File: config.mk
export PLATFORM = sky130hd
export DESIGN_NAME = sva_stim_gen
export DESIGN_NICKNAME = d
export VERILOG_FILES = /design/src/rtl/sva_stim_pkg.sv /design/src/rtl/sva_clk_div.sv /design/src/rtl/sva_stim_gen.sv
export SDC_FILE = /design/constraint.sdc
export NUM_CORES = 1
export LEC_CHECK = 0
export ABC_AREA = 1
export BUFFER_PORTS_ARGS = -buffer_cell sky130_fd_sc_hd__buf_2
export CAP_MARGIN = 20
export CORE_MARGIN = 2
export CORE_UTILIZATION = 45
export DETAILED_ROUTE_END_ITERATION = 8
export MAX_ROUTING_LAYER = met4
export PLACE_DENSITY_LB_ADDON = 0.12
export SKIP_LAST_GASP = 1
export SYNTH_ARGS = -nofsm -noshare
export SYNTH_HDL_FRONTEND = slang
export SYNTH_SLANG_ARGS = --single-unit
File: constraint.sdc
create_clock -name sys_clk -period 5.5 [get_ports sys_clk]
set_clock_uncertainty 0.1 [all_clocks]
set_input_delay 1.1 -clock sys_clk [delete_from_list [all_inputs] [get_ports sys_clk]]
set_output_delay 1.1 -clock sys_clk [all_outputs]
set_load 0.05 [all_outputs]
File: src/rtl/sva_stim_pkg.sv
// Shared types for the checker stimulus generator.
//   stim_state_t : burst sequencer states
//   stim_cmd_t   : one registered burst command
//   VERDICT_*    : encoding of the expected checker verdict
//   burst_verdict: verdict a complete a[*N] ##1 b burst must produce
// STIM_LEN_W sets the command register and length-counter width; the top's
// LEN_W port width is expected to match it.
package sva_stim_pkg;

   localparam int STIM_LEN_W = 4;

   typedef enum logic [2:0] {
      S_RST   = 3'd0,
      S_IDLE  = 3'd1,
      S_A_RUN = 3'd2,
      S_B_PH  = 3'd3,
      S_GAP   = 3'd4
   } stim_state_t;

   typedef struct packed {
      logic [STIM_LEN_W-1:0] a_len;
      logic                  b_en;
      logic [STIM_LEN_W-1:0] gap;
   } stim_cmd_t;

   localparam logic [1:0] VERDICT_NONE = 2'b00;
   localparam logic [1:0] VERDICT_SUCC = 2'b01;
   localparam logic [1:0] VERDICT_FAIL = 2'b10;

   // The checked sequence needs at least one a followed by b.
   function automatic logic [1:0] burst_verdict(input logic a_seen, input logic b_en);
      return (a_seen && b_en) ? VERDICT_SUCC : VERDICT_FAIL;
   endfunction

endpackage

File: src/rtl/sva_clk_div.sv
// Divides sys_clk down to the user clock gclk.
//   sys_clk  : system clock
//   sys_rst  : asynchronous active-high reset (gclk=0, counter=0)
//   gclk     : divided clock, period 2*CLK_DIV sys_clk cycles
//   rise_evt : one-cycle strobe, gclk goes high at the next edge
//   fall_evt : one-cycle strobe, gclk goes low at the next edge
module sva_clk_div #(
   parameter int CLK_DIV = 4
) (
   input  logic sys_clk,
   input  logic sys_rst,
   output logic gclk,
   output logic rise_evt,
   output logic fall_evt
);

   localparam int CNT_W = (CLK_DIV > 1) ? $clog2(CLK_DIV) : 1;
   localparam logic [CNT_W-1:0] DIV_TC = CNT_W'(CLK_DIV - 1);

   logic [CNT_W-1:0] div_cnt;
   logic             terminal;

   assign terminal = (div_cnt == DIV_TC);
   assign rise_evt = terminal & ~gclk;
   assign fall_evt = terminal & gclk;

   always_ff @(posedge sys_clk or posedge sys_rst) begin
      if (sys_rst) begin
         div_cnt <= '0;
         gclk    <= 1'b0;
      end else if (terminal) begin
         div_cnt <= '0;
         gclk    <= ~gclk;
      end else begin
         div_cnt <= div_cnt + CNT_W'(1);
      end
   end

endmodule

File: src/rtl/sva_stim_gen.sv
// Scripted stimulus generator driving a sequence checker with bursts of
// a[*N] ##1 b, plus the verdict the checker is expected to report.
//   sys_clk, sys_rst      : system clock, async active-high reset
//   cmd_valid/cmd_ready   : command handshake
//   cmd_a_len, cmd_b_en,
//   cmd_gap               : burst description (a periods, b enable, idle periods)
//   gclk, grst            : generated user clock and reset
//   a, b                  : stimulus, updated only on gclk falling edges
//   exp_succ, exp_fail    : one-cycle expected verdict pulses
//   busy                  : burst in progress
//
// state   | meaning
// --------+-----------------------------------------------------------
// S_RST   | grst held; count RST_GCLK gclk rises, release on a fall
// S_IDLE  | accept a command, start it on the next gclk fall
// S_A_RUN | a=1 for a_len gclk periods
// S_B_PH  | b=1 for one gclk period
// S_GAP   | a=b=0 for gap+1 gclk periods
module sva_stim_gen
   import sva_stim_pkg::*;
#(
   parameter int CLK_DIV  = 4,
   parameter int RST_GCLK = 2,
   parameter int LEN_W    = STIM_LEN_W
) (
   input  logic             sys_clk,
   input  logic             sys_rst,
   input  logic             cmd_valid,
   output logic             cmd_ready,
   input  logic [LEN_W-1:0] cmd_a_len,
   input  logic             cmd_b_en,
   input  logic [LEN_W-1:0] cmd_gap,
   output logic             gclk,
   output logic             grst,
   output logic             a,
   output logic             b,
   output logic             exp_succ,
   output logic             exp_fail,
   output logic             busy
);

   localparam int RC_W = (RST_GCLK > 0) ? $clog2(RST_GCLK + 1) : 1;
   localparam logic [RC_W-1:0] RST_TC = RC_W'(RST_GCLK);

   logic                  rise_evt;
   logic                  fall_evt;
   stim_state_t           state_q;
   stim_state_t           state_nxt;
   stim_cmd_t             cmd_q;
   logic                  cmd_loaded_q;
   logic [STIM_LEN_W-1:0] cnt_q;
   logic [RC_W-1:0]       rst_cnt_q;
   logic                  pend_fail_q;
   logic                  a_nxt;
   logic                  b_nxt;
   logic                  grst_nxt;
   logic [1:0]            verdict_nxt;

   sva_clk_div #(
      .CLK_DIV (CLK_DIV)
   ) u_clk_div (
      .sys_clk  (sys_clk),
      .sys_rst  (sys_rst),
      .gclk     (gclk),
      .rise_evt (rise_evt),
      .fall_evt (fall_evt)
   );

   assign cmd_ready = (state_q == S_IDLE) && !cmd_loaded_q;
   assign busy      = (state_q == S_A_RUN) || (state_q == S_B_PH) || (state_q == S_GAP);

   always_ff @(posedge sys_clk or posedge sys_rst) begin
      if (sys_rst) state_q <= S_RST;
      else         state_q <= state_nxt;
   end

   // Every transition is qualified by fall_evt, so a/b/grst derived from
   // state_nxt only ever move on a gclk falling edge.
   always_comb begin
      state_nxt = state_q;
      unique case (state_q)
         S_RST:   if (fall_evt && rst_cnt_q == RST_TC) state_nxt = S_IDLE;
         S_IDLE: begin
            if (fall_evt && cmd_loaded_q) begin
               if (cmd_q.a_len != '0) state_nxt = S_A_RUN;
               else if (cmd_q.b_en)   state_nxt = S_B_PH;
               else                   state_nxt = S_GAP;
            end
         end
         S_A_RUN: if (fall_evt && cnt_q == STIM_LEN_W'(1))
                     state_nxt = cmd_q.b_en ? S_B_PH : S_GAP;
         S_B_PH:  if (fall_evt) state_nxt = S_GAP;
         S_GAP:   if (fall_evt && cnt_q == '0) state_nxt = S_IDLE;
         default: state_nxt = S_RST;
      endcase
   end

   always_comb begin
      a_nxt       = (state_nxt == S_A_RUN);
      b_nxt       = (state_nxt == S_B_PH);
      grst_nxt    = (state_nxt == S_RST);
      verdict_nxt = VERDICT_NONE;
      if (fall_evt) begin
         unique case (state_q)
            S_A_RUN: if (cnt_q == STIM_LEN_W'(1) && !cmd_q.b_en) verdict_nxt = VERDICT_FAIL;
            S_B_PH:  verdict_nxt = burst_verdict(cmd_q.a_len != '0, 1'b1);
            // a_len==0 with no b: the very first sampled period already lacks a.
            S_GAP:   if (pend_fail_q) verdict_nxt = VERDICT_FAIL;
            default: verdict_nxt = VERDICT_NONE;
         endcase
      end
   end

   always_ff @(posedge sys_clk or posedge sys_rst) begin
      if (sys_rst) begin
         rst_cnt_q    <= '0;
         cmd_q        <= '0;
         cmd_loaded_q <= 1'b0;
         cnt_q        <= '0;
         pend_fail_q  <= 1'b0;
         a            <= 1'b0;
         b            <= 1'b0;
         grst         <= 1'b1;
         exp_succ     <= 1'b0;
         exp_fail     <= 1'b0;
      end else begin
         if (state_q == S_RST && rise_evt && rst_cnt_q != RST_TC)
            rst_cnt_q <= rst_cnt_q + RC_W'(1);

         if (cmd_valid && cmd_ready) begin
            cmd_q        <= '{a_len: STIM_LEN_W'(cmd_a_len), b_en: cmd_b_en,
                              gap: STIM_LEN_W'(cmd_gap)};
            cmd_loaded_q <= 1'b1;
         end else if (state_q == S_IDLE && state_nxt != S_IDLE) begin
            cmd_loaded_q <= 1'b0;
         end

         // One down-counter serves both the a run and the gap.
         if (state_nxt == S_A_RUN && state_q != S_A_RUN)
            cnt_q <= cmd_q.a_len;
         else if (state_nxt == S_GAP && state_q != S_GAP)
            cnt_q <= cmd_q.gap;
         else if (fall_evt && cnt_q != '0)
            cnt_q <= cnt_q - STIM_LEN_W'(1);

         if (state_q == S_IDLE && state_nxt == S_GAP)
            pend_fail_q <= 1'b1;
         else if (state_q == S_GAP && fall_evt)
            pend_fail_q <= 1'b0;

         a        <= a_nxt;
         b        <= b_nxt;
         grst     <= grst_nxt;
         exp_succ <= (verdict_nxt == VERDICT_SUCC);
         exp_fail <= (verdict_nxt == VERDICT_FAIL);
      end
   end

endmodule
---- Word level (Yosys, flattened, before mapping) ----
Cells that the tools add are included.
word-level totals
  bits in registers ....................... 28
  input port bits ......................... 12
  output and inout bits ................... 8
  logic and storage cells ................. 85
cells by class
  add/subtract/negate cells ............... 3
  equal/unequal tests ..................... 16
  muxes and demuxes ....................... 21
  bitwise gates (word level) .............. 3
  reductions and logical operators ........ 27
operator list
  operator               count
  $mux W3                7
  $logic_and A1 B1 Y1    15
  $pmux W3 S5            1
  $eq A3 B2 Y1 const B   4
  $mux W4                3
  $mux W2                5
  $reduce_bool A4 Y1     2
  $eq A2 B2 Y1 const B   3
  $eq A3 B3 Y1 const B   2
  $logic_not A3 Y1       2
  $pmux W2 S3            1
  $add A2 B1 Y2 const B  2
  $eq A4 B1 Y1 const B   1
  $logic_not A4 Y1       1
  $mux W1                4
  $reduce_bool A2 Y1     2
  $sub A4 B1 Y4 const B  1
  $eq A3 B1 Y1 const B   1
  $ne A3 B1 Y1 const B   1
  $ne A3 B2 Y1 const B   1
  $ne A3 B3 Y1 const B   1
  $reduce_bool A3 Y1     1
  $and A1 B1 Y1          2
  $eq A2 B1 Y1 const B   1
  4 further kinds        6

---- Longest topological paths before layout ----
Gate-level depths: netlist of run 1.
  word-level depth ........................ 9
  mapped depth ............................ 13
  mapped depth without buffers ............ 13

---- By module ----
A second synthesis of run 1 with hierarchy kept.
unflattened totals
  cells, all modules ...................... 184
  area, all modules ....................... 1,537.7 um2
by module, submodules not included
  module        times used  cells each  area each (um2)
  sva_stim_gen  1           170         1,412.6
  sva_clk_div   1           14          125.1

---- Least setup slack after synthesis of run 1 ----
Ideal clock, no wire load.
  kind .................................... flip-flop to output port
  start ................................... register state_q[0]
  end ..................................... output port busy
  arrival ................................. 1,373 ps
  setup slack ............................. 2,927 ps
  stages on the path, launching flop included .. 4
  cells stage by stage .................... dfrtp_1 -> nor3_1 -> inv_1 -> nand2_1
between the ends
  longest elaborated chain between the ends .. 3
  elaborated cells between the ends (all ways) .. 5
RTL lines
  what                    RTL line            RTL
  start, declared         sva_stim_gen.sv:47  stim_state_t state_q;
  start signal, assigned  sva_stim_gen.sv:74  else state_q <= state_nxt;
  $eq A3 B2 Y1            sva_stim_gen.sv:70  assign busy = (state_q == S_A_RUN) || (state_q == S_B_PH) || (state_q == S_GAP);
  $logic_or A1 B1 Y1      sva_stim_gen.sv:70
  $logic_or A1 B1 Y1 (*)  sva_stim_gen.sv:70
  end, declared           sva_stim_gen.sv:39  output logic busy
Mark *: on every way between the ends. The rest lies on a longest branch, timed or not.

---- Final worst setup path of run 1 ----
Same ends and word-level chain as after synthesis.

==> results of run 1 <==
[worst reg2reg max path, cell delays in order, from the launching register on]
cell      delay [ns]
dfrtp_1         0.41
ha_1            0.29
nand2_4         0.16
clkinv_4        0.09
nand3_2         0.09
inv_2           0.04
nand2_2         0.09
nand2_2         0.10
nor2_8          0.17
inv_2           0.08
nor2_4          0.11
nand3_1         0.07
nand3_1         0.09
nand2_1         0.06
[area by class of cell]
cell class                 count  area, µm²
clock buffer                   4      26.28
fill                         326       1579
inverter                      22      87.58
multi-input combinational    116      735.7
sequential                    28      701.9
tap                           46      57.56
timing repair buffer          20      122.6
[worst paths after layout]
path | start | endpoint | slack (ns)
worst max register to register | u_clk_div.div_cnt[0] | cnt_q[2] | 3.46
worst min register to register | u_clk_div.div_cnt[0] | u_clk_div.div_cnt[0] | 0.35
max in group asynchronous | sys_rst | grst | 4.16
min in group asynchronous | sys_rst | cmd_q[0] | 0.63
worst max-delay path | state_q[0] | busy | 2.38
worst min-delay path | u_clk_div.div_cnt[0] | u_clk_div.div_cnt[0] | 0.35
[layout by cell type, fill, tap and decap left out, types with 2 or more instances in the layout]
master / n
nand2_4: 2
inv_2: 6
buf_2: 19
a21oi_1: 6
dfrtp_1: 27
nor3_1: 3
nand4_1: 6
xor2_1: 3
nor2_4: 2
ha_1: 5
nand3_1: 20
mux2_2: 4
nand2_1: 24
nand3_2: 4
o21ai_0: 3
nand3_4: 3
clkbuf_4: 3
nand2_2: 4
inv_1: 15
nor2_1: 17
a21oi_2: 2
nor2_2: 3
[per-layer routing]
metal,global-route usage (%),vias to the layer above,routed length [µm],share of wire [%]
met5,-,-,0,0
met4,5.833,0,20,0.69
met3,2.899,2,73,2.5
met2,28.13,13,1449,50
met1,21.48,560,1351,47
li1,-,598,-,-
[per-stage QoR]
step | utilization, % | hold slack (ns) | worst slack [ns] | std cells
floorplan | - | 0.3099 | 2.927 | 167
global placement | 50.68 | 0.3182 | 2.878 | 231
detailed placement | 50.68 | 0.3337 | 2.806 | 231
CTS | 51.47 | 0.3533 | 2.406 | 235
global route | 52.31 | 0.3765 | 2.240 | 236
finish | 52.31 | 0.3483 | 2.375 | 236
[kinds of logic (layout without fill, tap and decap cells)]
group,after synthesis,after routing,synth area share [%]
buffers and inverters,23,46,6.050
muxes,4,4,2.943
AOI/OAI and AO/OA,13,13,5.070
and+or+nand+nor,90,90,33.69
adders and majority gates,5,5,4.088
DFF,28,28,45.87
xor gates and xnor gates,4,4,2.290
[power groups by stage]
stage,registers [W],clock network [W],logic [W]
6_report,0.000206,0.0000880,0.00000988
5_1_grt,0.000206,0.000104,0.0000114
4_1_cts,0.000206,0.0000928,0.00000798
3_5_place_dp,0.000210,0,0.00000796
3_3_place_gp,0.000210,0,0.00000770
2_1_floorplan,0.000210,0,0.00000310
[synth_stat cells (all sizes together) (3+ instances only)]
cell type / number
a21oi: 8
ha: 5
dfrtp: 27
inv: 21
nor3: 3
mux2: 4
nand4: 6
o21ai: 3
nand2: 30
xor2: 3
nor2: 23
nand3: 27
[registers in the layout, indices dropped and copies added (netlist names)]
signal	cells
b	1
cmd_q	9
u_clk_div.gclk	1
exp_succ	1
rst_cnt_q	2
grst	1
state_q	3
u_clk_div.div_cnt	2
exp_fail	1
cnt_q	4
a	1
pend_fail_q	1
cmd_loaded_q	1
==> results.ini, run 1 <==
[run_status]
status = complete, no violations

[sta]
setup_violations = 0
setup-tns-final_ns = 0
rsz0062_at_grt = false
period_minus_slack_ns = 3.125
tightest_slew_ns = 0.5327
slew_headroom_pct = 64.22
finalHoldViolations = 0
post-route-period-util_pct = 56.81
final_max_slew_viol_count = 0
fmax_mhz = 320.0

[min_path]
holdCritPathClass = flop to flop
whs_path_depth = 1

[cts]
root_buffer = clkbuf_4
cts.path.max_buffers = 2
cts_buffers = 3
cts-resized-gates = 0
cts.sinks = 28
clk_pin_slew_ns = 0.15
h-tree-depth = 1
ctsHoldBuffers = 0
post_cts_buffers = 0
cts_tree = built
clock_latency_ns = 0.33

[yosys]
synth_seq_cells = 28
synth_edf_count = 0
syn_inst = 167
syn-num-nets = 184
syn-cell-area_um2 = 1530
yosysTopAreaCellShare_pct = 44.15
yosysSeqAreaShare_pct = 45.87
synth_cell_types = 28
ys.flop_type = dfrtp_1
syn_area_per_cell_um2 = 9.163
async_reset_ff_share_pct = 100.0
ys_top_cells_by_area = dfrtp_1 (44%), nand3_1 (6.5%), nand2_1 (5.9%), nor2_1 (4.2%), ha_1 (4.1%)
synth_warnings = 0
synth.largest_area_cell = dfrtp_1

[worst_setup_path]
end_kind = primary output
path_class = flop to primary output
critPathTopFamily = simple AND/OR/NAND/NOR gates
reg2reg_depth = 13
path_depth = 4
worstPathMaxFanout = 7
worstSetupStartpointType = flop
cp_cell_sequence = nor3_1, inv_1, nand2_1, buf_2
cp.buffers_inverters = 2
arrival_ns = 1.92
critPathMaxStageDelay_ns = 0.48
cp_data_required_time_ns = 4.30
slowest_stage = nor3_1

[power]
total_leakage_power_nw = 0.9233
power_frac_clock_pct = 29.0
switching_share_pct = 21.30
p_switching_w = 0.00006471
powerDensity_nw_per_um2 = 175.5
sequentialPowerShare_pct = 67.8
ir_worst_vdd_v = 0.0001050
power.total_w = 0.0003038
share_comb_of_total_power_pct = 3.3
p_int_w = 0.0002391

[global_route]
grt_pass1_vias = 1152
antenna_found_initial = 0
grt_max_degree = 29
grt_first_pass_wirelength_um = 5106
overflow = 0
grt_usage_pct = 17.08

[route]
via_per_inst = 4.970
wl_per_cell_um = 12.26
wirelength_um = 2894
vias = 1173
drc = 0
drt_first_pass_iters = 4
ant_nets = 0
drt_iter0_markers = 48

[die]
start_util_pct = 46.22
fp.dieH_um = 62.32
die-area_um2 = 3883
die_x_um = 62.32
io_pins = 20
rows = 21
coreArea_um2 = 3311

[final_layout]
area_growth_pct = 13.16
diodes = 0
num-nets-final = 208
final_area_um2 = 1732
layout-drive-gt1-share_pct = 29.47

[placement]
gp_congestion = 0.8545
port_buffers = 19
placed_area_um2 = 1678
dp_hpwl_um = 2294

[run]
drv_cap = 0

Power figures use the tool's default switching activity.
==> inputs of run 2 (changes only) <==
Clock period 5.5 ns to 2.8 ns, I/O delays scaled along.
==> run 2 against run 1 <==
Sequential power up 97%. Worst hold slack worse by 0.19 ns. Cell count unchanged. Sequential share of layout area up 0.24 points. First-iteration DRC count up 19%. Routed wire length up 1.0%.
==> results.ini, run 2 (synthesis results as in run 1) <==
[sta]
slew_headroom_pct = 67.22
finalHoldViolations = 0
fmax_mhz = 392.3
tightest_slew_ns = 0.4880
period_minus_slack_ns = 2.549
setup_violations = 0
setup-tns-final_ns = 0
fin_ws_ns = 0.2507
post-route-period-util_pct = 91.05
final_max_slew_viol_count = 0
rsz0062_at_grt = false

[placement]
dp_hpwl_um = 2301
port_buffers = 19
placed_area_um2 = 1685
gp_congestion = 0.7896
place_ws_ns = 0.6470

[cts]
root_buffer = clkbuf_4
clock_latency_ns = 0.32
clk_pin_slew_ns = 0.14
post_cts_buffers = 0
ctsHoldBuffers = 0
cts_buffers = 3
h-tree-depth = 1
cts.path.max_buffers = 2
cts.sinks = 28
cts_tree = built
cts-resized-gates = 0

[power]
total_leakage_power_nw = 0.9215
power_frac_clock_pct = 31.6
p_int_w = 0.0004905
share_comb_of_total_power_pct = 2.6
p_switching_w = 0.0001243
ir_worst_vdd_v = 0.0001995
sequentialPowerShare_pct = 65.8
switching_share_pct = 20.22
powerDensity_nw_per_um2 = 357.1

[final_layout]
final_area_um2 = 1722
fin_util_pct = 52.00
fillCellCount = 333
layout-drive-gt1-share_pct = 30.00
area_growth_pct = 12.51
reg_top3 = cmd_q: 9 flops, cnt_q: 4 flops, state_q: 3 flops
final_common_cell = dfrtp_1
regMostFlops = cmd_q
largest_reg_flops = 9
final_cell_mix = dfrtp_1 (27), nand2_1 (24), nand3_1 (20)
diodes = 0
num-nets-final = 208

[global_route]
antenna_found_initial = 0
grt_first_pass_wirelength_um = 5382
grt_usage_pct = 17.57
grt_max_degree = 29
overflow = 0
grt_pass1_vias = 1245

[worst_setup_path]
worstSetupStartpoint = state_q[0]
cp_data_required_time_ns = 2.14
reg2reg_depth = 13
path_class = flop to primary output
regToRegEndpoint = cnt_q[2]
worstPathMaxFanout = 7
end_kind = primary output
cp_cell_sequence = nor3_1, inv_1, nand2_1, buf_2
rrSetupSlack_ns = 0.77
slowest_stage = dfrtp_1
timing.rr.start = u_clk_div.div_cnt[0]
arrival_ns = 1.89
worstSetupStartpointType = flop
critPathMaxStageDelay_ns = 0.46

[route]
via_per_inst = 4.996
vias = 1179
drc = 0
drt_iter0_markers = 57
wirelength_um = 2924
wl_per_cell_um = 12.39
ant_nets = 0
drt_first_pass_iters = 4

[die]
die_x_um = 62.32
io_pins = 20
die-area_um2 = 3883
rows = 21
fp.dieH_um = 62.32
start_util_pct = 46.22
coreArea_um2 = 3311

[min_path]
holdCritPathClass = input pin to asynchronous set/reset pin

[run_status]
status = complete, no violations

[run]
drv_cap = 0

[run 2: cell counts in the layout (fill, tap and decap cells not counted)]
Identical to the previous run, type by type.
[run 2: power groups by stage]
stage / registers (W) / clock network (W) / logic [W]
after CTS: 0.000405 / 0.000209 / 0.0000169
after global placement: 0.000412 / 0 / 0.0000161
after global routing: 0.000405 / 0.000217 / 0.0000186
final: 0.000405 / 0.000195 / 0.0000158
after floorplan: 0.000412 / 0 / 0.00000608
after detailed placement: 0.000412 / 0 / 0.0000169
[run 2: final cells by class]
| type | count | area [µm²] | share of cell area, % |
|---|---|---|---|
| clock buffers | 4 | 36.28 | 2.108 |
| inverters | 22 | 87.58 | 5.087 |
| multi-input cells | 116 | 735.7 | 42.73 |
| flip-flops and latches | 28 | 701.9 | 40.77 |
| well taps | 46 | 57.56 | 3.343 |
| repair buffers | 20 | 102.6 | 5.959 |
[run 2: how the worst max path moves through the flow]
stage / end / depth (start not counted) / slack, ns
3_3_place_gp: busy / 4 / 0.73
4_1_cts: busy / 4 / 0.26
3_5_place_dp: busy / 4 / 0.65
5_1_grt: busy / 4 / 0.07
6_report: busy / 4 / 0.25
2_1_floorplan: cmd_q[0] / 7 / 0.58
[run 2: routing by layer]
metal	up-vias	GRT usage [%]	wire, µm
met2	25	29.21	1481
li1	594	-	-
met1	556	21.65	1311
met5	-	-	0
met4	0	8.056	51
met3	4	1.993	80
[run 2: metrics by stage]
| step | hold slack, ns | instances | total power [W] |
|---|---|---|---|
| final | 0.1611 | 236 | 0.0006148 |
| after global routing | 0.1918 | 236 | 0.0006409 |
| after CTS | 0.1659 | 236 | 0.0006302 |
| after detailed placement | 0.3293 | 232 | 0.0004289 |
| after global placement | 0.3181 | 232 | 0.0004281 |
| after floorplan | 0.3099 | 167 | 0.0004181 |
[run 2: critical path, delay by kind of cell (launching register included)]
| kind | cells | cell delay [ns] |
|---|---|---|
| DFF | 1 | 0.46 |
| buffers and inverters | 2 | 0.54 |
| and+or+nand+nor | 2 | 0.57 |
